## config.mk

```make
export PLATFORM = sky130hd
export DESIGN_NAME = z80_seq_ld_ind_nn_a
export DESIGN_NICKNAME = d
export VERILOG_FILES = /design/src/rtl/z80_seq_ld_ind_nn_a.sv
export SDC_FILE = /design/constraint.sdc
export NUM_CORES = 1
export LEC_CHECK = 0
export CORE_MARGIN = 2
export CORE_UTILIZATION = 50
export DETAILED_ROUTE_END_ITERATION = 8
export PLACE_DENSITY = 0.91
export REMOVE_ABC_BUFFERS = 1
export SLEW_MARGIN = 20
export SYNTH_ARGS = -nofsm -noshare
export SYNTH_HDL_FRONTEND = slang
export SYNTH_SLANG_ARGS = --single-unit
```

## constraint.sdc

```tcl
create_clock -name clk -period 4.69 [get_ports clk]
set_clock_uncertainty 0.15 [all_clocks]
set_input_delay 0.7035 -clock clk [delete_from_list [all_inputs] [get_ports clk]]
set_output_delay 0.7035 -clock clk [all_outputs]
set_load 0.05 [all_outputs]
```

## src/rtl/z80_seq_ld_ind_nn_a.sv

```systemverilog
`default_nettype none
// ============================================================================
// Module      : z80_seq_ld_ind_nn_a
// Description : Multi-cycle executor for Z80 LD (nn),A (opcode 0x32).
//               Fetches the little-endian operand nn from IP+1/IP+2, stores
//               A to (nn) and emits a one-cycle z80fi retire record.
// Revision    : 1.0 - initial release
// ============================================================================
module z80_seq_ld_ind_nn_a #(
  parameter int unsigned MAX_WAIT = 255
) (
  input  logic        clk,
  input  logic        reset,
  input  logic        start,
  input  logic [15:0] ip_in,
  input  logic [7:0]  reg_a,
  output logic [15:0] mem_addr,
  output logic        mem_rd,
  output logic        mem_wr,
  output logic [7:0]  mem_wdata,
  input  logic [7:0]  mem_rdata,
  input  logic        mem_ready,
  output logic        busy,
  output logic        done,
  output logic        err,
  output logic [15:0] ip_out,
  output logic        fi_valid,
  output logic [23:0] fi_insn,
  output logic [15:0] fi_mem_waddr,
  output logic [7:0]  fi_mem_wdata
);

  typedef enum logic [2:0] {
    S_IDLE  = 3'd0,
    S_RD_LO = 3'd1,
    S_RD_HI = 3'd2,
    S_WR    = 3'd3,
    S_DONE  = 3'd4,
    S_ERR   = 3'd5
  } state_t;

  // Last wait-count value tolerated before the access is abandoned.
  localparam logic [7:0] WAIT_LAST = 8'(MAX_WAIT - 1);
  localparam logic [7:0] OPCODE    = 8'h32;

  state_t      state_q, state_d;
  logic [15:0] ip_q, ip_d;
  logic [7:0]  a_q, a_d;
  logic [7:0]  lo_q, lo_d;
  logic [7:0]  hi_q, hi_d;
  logic [7:0]  wait_q, wait_d;
  logic        wait_expired;

  logic [15:0] mem_addr_q, mem_addr_d;
  logic        mem_rd_q, mem_rd_d;
  logic        mem_wr_q, mem_wr_d;
  logic [7:0]  mem_wdata_q, mem_wdata_d;
  logic        busy_q, busy_d;
  logic        done_q, done_d;
  logic        err_q, err_d;
  logic [15:0] ip_out_q, ip_out_d;
  logic        fi_valid_q, fi_valid_d;
  logic [23:0] fi_insn_q, fi_insn_d;
  logic [15:0] fi_waddr_q, fi_waddr_d;
  logic [7:0]  fi_wdata_q, fi_wdata_d;

  assign wait_expired = (wait_q == WAIT_LAST);

  // Sequencing: advance on ready, count stalls, abandon on timeout.
  always_comb begin
    state_d = state_q;
    ip_d    = ip_q;
    a_d     = a_q;
    lo_d    = lo_q;
    hi_d    = hi_q;
    wait_d  = wait_q;
    unique case (state_q)
      S_IDLE: begin
        if (start) begin
          ip_d    = ip_in;
          a_d     = reg_a;
          state_d = S_RD_LO;
          wait_d  = '0;
        end
      end
      S_RD_LO: begin
        if (mem_ready) begin
          lo_d    = mem_rdata;
          state_d = S_RD_HI;
          wait_d  = '0;
        end else if (wait_expired) begin
          state_d = S_ERR;
          wait_d  = '0;
        end else begin
          wait_d = wait_q + 8'd1;
        end
      end
      S_RD_HI: begin
        if (mem_ready) begin
          hi_d    = mem_rdata;
          state_d = S_WR;
          wait_d  = '0;
        end else if (wait_expired) begin
          state_d = S_ERR;
          wait_d  = '0;
        end else begin
          wait_d = wait_q + 8'd1;
        end
      end
      S_WR: begin
        if (mem_ready) begin
          state_d = S_DONE;
          wait_d  = '0;
        end else if (wait_expired) begin
          state_d = S_ERR;
          wait_d  = '0;
        end else begin
          wait_d = wait_q + 8'd1;
        end
      end
      S_DONE, S_ERR: begin
        state_d = S_IDLE;
        wait_d  = '0;
      end
      default: begin
        state_d = S_IDLE;
        wait_d  = '0;
      end
    endcase
  end

  // Output values for the state being entered, so strobes are registered.
  always_comb begin
    mem_addr_d  = '0;
    mem_rd_d    = 1'b0;
    mem_wr_d    = 1'b0;
    mem_wdata_d = '0;
    busy_d      = (state_d != S_IDLE);
    done_d      = 1'b0;
    err_d       = 1'b0;
    ip_out_d    = '0;
    fi_valid_d  = 1'b0;
    fi_insn_d   = '0;
    fi_waddr_d  = '0;
    fi_wdata_d  = '0;
    unique case (state_d)
      S_RD_LO: begin
        mem_rd_d   = 1'b1;
        mem_addr_d = ip_d + 16'd1;
      end
      S_RD_HI: begin
        mem_rd_d   = 1'b1;
        mem_addr_d = ip_d + 16'd2;
      end
      S_WR: begin
        mem_wr_d    = 1'b1;
        mem_addr_d  = {hi_d, lo_d};
        mem_wdata_d = a_d;
      end
      S_DONE: begin
        done_d     = 1'b1;
        ip_out_d   = ip_d + 16'd3;
        fi_valid_d = 1'b1;
        fi_insn_d  = {hi_d, lo_d, OPCODE};
        fi_waddr_d = {hi_d, lo_d};
        fi_wdata_d = a_d;
      end
      S_ERR: begin
        done_d   = 1'b1;
        err_d    = 1'b1;
        ip_out_d = ip_d;
      end
      default: ;
    endcase
  end

  // State, operand latches and registered outputs.
  always_ff @(posedge clk) begin
    if (reset) begin
      state_q     <= S_IDLE;
      ip_q        <= '0;
      a_q         <= '0;
      lo_q        <= '0;
      hi_q        <= '0;
      wait_q      <= '0;
      mem_addr_q  <= '0;
      mem_rd_q    <= 1'b0;
      mem_wr_q    <= 1'b0;
      mem_wdata_q <= '0;
      busy_q      <= 1'b0;
      done_q      <= 1'b0;
      err_q       <= 1'b0;
      ip_out_q    <= '0;
      fi_valid_q  <= 1'b0;
      fi_insn_q   <= '0;
      fi_waddr_q  <= '0;
      fi_wdata_q  <= '0;
    end else begin
      state_q     <= state_d;
      ip_q        <= ip_d;
      a_q         <= a_d;
      lo_q        <= lo_d;
      hi_q        <= hi_d;
      wait_q      <= wait_d;
      mem_addr_q  <= mem_addr_d;
      mem_rd_q    <= mem_rd_d;
      mem_wr_q    <= mem_wr_d;
      mem_wdata_q <= mem_wdata_d;
      busy_q      <= busy_d;
      done_q      <= done_d;
      err_q       <= err_d;
      ip_out_q    <= ip_out_d;
      fi_valid_q  <= fi_valid_d;
      fi_insn_q   <= fi_insn_d;
      fi_waddr_q  <= fi_waddr_d;
      fi_wdata_q  <= fi_wdata_d;
    end
  end

  assign mem_addr     = mem_addr_q;
  assign mem_rd       = mem_rd_q;
  assign mem_wr       = mem_wr_q;
  assign mem_wdata    = mem_wdata_q;
  assign busy         = busy_q;
  assign done         = done_q;
  assign err          = err_q;
  assign ip_out       = ip_out_q;
  assign fi_valid     = fi_valid_q;
  assign fi_insn      = fi_insn_q;
  assign fi_mem_waddr = fi_waddr_q;
  assign fi_mem_wdata = fi_wdata_q;

endmodule
`default_nettype wire

```

==> results.yml, run 1 <==
setup_path:
  end_kind: "flop"
  startpoint_type: "input pin"
  critical_path.max_fanout: 6
  crit_required_ns: 4.93
  path_class: "in -> reg"
  arrival_ns: 3.87
yosys:
  synthFlopType: "dfxtp_1"
  synth_area_per_cell_um2: 8.64
  yosys_register_bits: 121
  synth_top_family_by_area: "simple AND/OR/NAND/NOR gates"
  syn_area_um2: 5560
  syn_inst: 643
  async_flop_share_pct: 0
  synth_edf_count: 0
  synth_mux_area_share_pct: 7.99
  synthXorXnorAreaFrac_pct: 3.63
  synth.distinct_cells: 67
  synth_compound_area_share_pct: 13.9
  yosys.area_share.simple_pct: 22.6
  yosys_warnings: 0
  synthAdderAreaFrac_pct: 1.35
  yosysSeqAreaShare_pct: 43.6
drt:
  viasPerCell: 5.91
  wl_um: 16900
  wl_met2_um: 8190
  met3WireLength_um: 1450
  drc: 0
  drtAntennaViolNets: 0
  firstDrtPassIters: 5
  post_drt_wl_per_cell_um: 19.0
  dr.max_layer_used: "met4"
  first_iter_violations: 431
  wirelength_met1_um: 6610
  num_vias: 5256
layout:
  area_growth_pct: 30.4
  finalNetCount: 778
  drive_gt1_share_pct: 7.08
  diodes: 0
  fillers: 831
clocking:
  ctsResizeCount: 0
  cts_num_sinks: 121
  cts_setup_buffers: 0
  cts_made_buffers: 17
  clock_path_buffers: 2
  cts_hold_buf: 0
  path_clk_slew_ns: 0.07
  cts_tree: "yes"
  htreeDepth: 4
  insertion_delay_ns: 0.52
  root_buffer: "clkbuf_8"
power:
  power_frac_seq_pct: 38.8
  ir_drop_mv: 0.229
  clock_power_share_pct: 44.1
  p_switching_uw: 883
  intPower_mw: 1.96
  leakagePower_nw: 2.66
  pwr-share-comb_pct: 17.1
  power_per_cell_area_nw_per_um2: 392
  p_sw_share_pct: 31.1
sta:
  hold_viol: 0
  tns_ns: 0
  slew_viol_final: 0
  clock.fmax_ghz: 0.276
  finalCritPeriodShare_pct: 77.4
  min_period_ns: 3.63
  setup_ws_ns: 1.06
  maxSlewHeadroom_pct: 27.0
  rsz0062_at_grt: "no"
  setup_viol: 0
  worst_slew_pin_slew_ns: 1.10
placement:
  hpwlAfterDp_um: 12200
  gp_congestion: 0.948
  port_buffers: 124
  pre_cts_slack_ns: 0.622
global_routing:
  grt_overflow: 0
  antenna_found_initial: 0
  grt_max_degree: 47
  grt_pass1_wl_um: 26300
  grt_pass1_vias: 4997
  grt_usage_pct: 29.2
die:
  core_um2: 10800
  dieWidth_um: 109
  io_pins: 130
  rows: 38
  die-area_um2: 12000
  start_util_pct: 51.3
  die_h_um: 109
worst_hold_path:
  holdCritPathClass: "reg -> reg"
run_status:
  status: "finished, final reports clean"
run:
  drv_cap: 0
final timing paths:
path	start	end	slack, ns	cells after the start
worst max-delay path	start	mem_addr[14]	1.06	11
worst min register to register	wait_q[6]	wait_q[6]	0.34	1
worst min-delay path	wait_q[6]	wait_q[6]	0.34	1
worst max register to register	state_q[0]	mem_addr[14]	1.23	10
worst max-delay path, stage by stage:
cell and delay [ns]:
clkdlybuf4s50_1 0.53, nor4b_4 0.43, mux2i_1 0.28, inv_1 0.14, ha_1 0.32, nand3_1 0.11
nor4_1 0.47, o21ai_0 0.20, xor2_1 0.17, a211oi_1 0.40, a21oi_1 0.12
layout make-up:
cell class / instances / area [µm²] / share of cell area (%)
multi-input cells: 458 / 2770 / 38.3
flip-flops and latches: 121 / 2420 / 33.4
clock buffers: 17 / 414 / 5.71
inverters: 9 / 33.8 / 0.466
repair buffers: 129 / 1270 / 17.6
clock inverters: 15 / 156 / 2.16
well taps: 140 / 175 / 2.42
layer usage:
layer	track usage, %	vias to the layer above
li1	-	2415
met1	35.3	2461
met3	6.99	58
met4	13.5	0
met5	0	-
met2	48.9	322
per-stage QoR:
stage / instance area, µm² / util, % / instances / hold slack [ns] / total power [mW]
floorplan: 5220 / - / 588 / 0.287 / 1.43
global placement: 6680 / 61.6 / 857 / 0.303 / 1.59
detailed placement: 6680 / 61.6 / 857 / 0.323 / 1.60
CTS: 7250 / 66.9 / 889 / 0.330 / 2.84
global route: 7250 / 66.9 / 889 / 0.356 / 2.94
finish: 7250 / 66.9 / 889 / 0.338 / 2.84
cell families after synthesis:
| logic type | count (synthesis) |
|---|---|
| AO/OA/AOI/OAI | 116 |
| adder cells (fa/ha/maj) | 6 |
| buffers and inverters | 68 |
| AND/OR/NAND/NOR | 264 |
| XOR/XNOR | 23 |
| multiplexers | 44 |
| other | 1 |
| flip-flops | 121 |
synth_stat cells (all sizes together) (12+ instances only):
master | number | area [µm²]
o21ai | 21 | 105
and2 | 18 | 113
dfxtp | 121 | 2420
o22ai | 12 | 75.1
nor2 | 102 | 383
nor3 | 24 | 120
a21oi | 30 | 154
xor2 | 14 | 123
nand2 | 56 | 210
clkbuf | 23 | 86.3
nand3 | 15 | 75.1
mux2i | 44 | 444
buf | 36 | 262
power by group through the flow:
stage	Clock, mW	Combinational (mW)	Sequential [mW]
floorplan	0	0.258	1.17
global placement	0	0.465	1.12
detailed placement	0	0.475	1.12
CTS	1.26	0.479	1.10
global route	1.32	0.519	1.11
finish	1.25	0.487	1.10
state kept, by name, indices dropped and copies added (netlist names), 8 cells and up:
name	cells
a_q	8
ip_q	16
wait_q	8
hi_q	8
mem_addr	16
fi_mem_waddr	16
mem_wdata	8
fi_mem_wdata	8
ip_out	16
lo_q	8
placed cells by master, fill, tap and decap left out, types with 3 or more instances in the layout:
cell and n:
nor3b_1 3, nand4_1 9, a311oi_1 3, nor4_1 7
a21oi_1 29, a31oi_1 6, inv_1 8, o21a_1 3
inv_8 4, a41oi_1 3, a22oi_1 3, nor2_1 102
nor3_1 23, clkinv_4 3, conb_1 5, nand2b_1 7
xnor2_1 9, mux2i_1 43, o21ai_0 19, o211ai_1 3
clkbuf_16 16, and3_1 6, and2_1 18, dfxtp_1 121
nand2_1 56, o22ai_1 12, buf_4 5, nand3_1 15
ha_1 6, a211oi_1 8, nor2b_1 5, inv_6 4
clkdlybuf4s50_1 123, xor2_1 14
Note: power is estimated with default switching activity, not from simulation.
==> run 2: changes to the inputs <==
CORE_UTILIZATION = 45   (was 50)
PLACE_DENSITY = 0.87   (was 0.91)
clock period = 3.1 ns   (was 4.69 ns; I/O delays follow)
==> run 2 against run 1 <==
  * Routed wire length down 2.3%
  * Combinational power rose by 74%
  * First-iteration DRC count is 7.4% lower
  * Hold slack worse by 0.089 ns
  * Highest routed layer unchanged
==> results.yml, run 2 (synthesis results as in run 1) <==
layout:
  stdcell_area_um2: 7690
  drive_gt1_share_pct: 13.0
  fillers: 974
  final_cell_mix: "clkdlybuf4s50_1, dfxtp_1, nor2_1"
  finalNetCount: 834
  area_growth_pct: 38.3
  final_common_cell: "clkdlybuf4s50_1"
clocking:
  root_buffer: "clkbuf_16"
  ctsResizeCount: 0
  cts_hold_buf: 0
  cts_setup_buffers: 0
  path_clk_slew_ns: 0.06
  htreeDepth: 4
  cts_tree: "yes"
  cts_num_sinks: 121
  clock_path_buffers: 2
  insertion_delay_ns: 0.42
  cts_made_buffers: 17
setup_path:
  path_buf_inv: 3
  critical_path.max_fanout: 5
  end_kind: "flop"
  path_class: "in -> reg"
  slowest_stage: "clkdlybuf4s50_1"
  crit_required_ns: 3.25
  startpoint_type: "input pin"
  cpPeakStageDelay_ns: 0.51
  arrival_ns: 2.99
  cp_top_family: "buffers and inverters"
  cp_cell_sequence: "clkdlybuf4s50_1 > nor4b_4 > buf_4 > mux2i_1 > inv_1 > ha_1 > nand3_1 > nor4_1 > or2_2 > a21bo_2 > a31oi_1 > a21oi_1"
drt:
  wl_um: 16500
  num_vias: 5288
  drc: 0
  post_drt_wl_per_cell_um: 17.3
  drtAntennaViolNets: 0
  viasPerCell: 5.55
  firstDrtPassIters: 5
  first_iter_violations: 399
placement:
  hpwlAfterDp_um: 12000
  placed_area_um2: 7120
  port_buffers: 124
  gp_congestion: 0.996
global_routing:
  antenna_found_initial: 1
  grt_pass1_vias: 4910
  grt_pass1_wl_um: 25600
  grt_max_degree: 35
  grt_overflow: 0
  grt_usage_pct: 25.2
die:
  dieWidth_um: 115
  core_um2: 12000
  rows: 40
  die-area_um2: 13300
  io_pins: 130
  die_h_um: 115
  start_util_pct: 46.3
sta:
  clock.fmax_ghz: 0.353
  rsz0062_at_grt: "no"
  hold_viol: 0
  slew_viol_final: 0
  worst_slew_pin_slew_ns: 0.664
  maxSlewHeadroom_pct: 55.3
  min_period_ns: 2.83
  finalCritPeriodShare_pct: 91.3
  setup_viol: 0
power:
  ir_drop_mv: 0.521
  leakagePower_nw: 2.92
  power_per_cell_area_nw_per_um2: 574
  total_power_mw: 4.41
worst_hold_path:
  holdCritPathClass: "in -> reg"
run_status:
  status: "finished, final reports clean"
run:
  drv_cap: 0
[run 2: changes by cell type in the layout (fill, tap and decap cells not counted), moves of 2 or more]
cell	previous run	this run
inv_8	4	0
clkinv_2	1	3
clkbuf_1	0	4
buf_4	5	60
inv_6	4	1
[run 2: where the power goes]
| part | switching (mW) | internal [mW] |
|---|---|---|
| Combinational | 0.501 | 0.345 |
| Sequential | 0.0483 | 1.62 |
| Clock | 0.717 | 1.18 |
[run 2: final cells by class]
cell class	count	area [µm²]	area share, %
Antenna cell	1	2.50	0.0326
Sequential cell	121	2420	31.5
Tap cell	147	184	2.39
Clock inverter	11	124	1.61
Inverter	9	33.8	0.440
Multi-Input combinational cell	458	2770	36.1
Clock buffer	21	440	5.73
Timing Repair Buffer	185	1710	22.2
[run 2: per-layer routing]
layer	track usage [%]	share of wire [%]	wire length, µm
met1	33.0	43	7150
met5	0	0	0
met2	39.8	46	7630
met3	6.69	8.0	1320
met4	10.0	2.4	390
[run 2: path summary, 6_finish.rpt]
path              startpoint      endpoint  slack, ns  depth (start not counted)
hold / removal         reset       lo_q[7]       0.25                          2
setup / recovery       start  mem_addr[11]       0.27                         12
setup reg to reg  state_q[0]  mem_addr[11]       0.28                         11
hold reg to reg       a_q[6]        a_q[6]       0.33                          2
[run 2: through the flow]
step	hold slack, ns	setup WS, ns	setup TNS [ns]	util, %	cells
finish	0.248	0.268	0	64.0	953
global placement	0.308	-0.0430	-0.116	59.3	920
CTS	0.237	0.309	0	64.0	952
global route	0.243	0.127	0	64.0	952
detailed placement	0.322	-0.0662	-0.251	59.3	920
floorplan	0.287	-1.36	-29.89	-	588
[run 2: worst register-to-register path, stage by stage (launching register included)]
cell and delay (ns):
dfxtp_1 0.46, nor4b_4 0.30, buf_4 0.19, mux2i_1 0.27, inv_1 0.12, ha_1 0.23
nand3_1 0.12, nor4_1 0.05, or2_2 0.38, a21bo_2 0.22, a31oi_1 0.16, a21oi_1 0.08
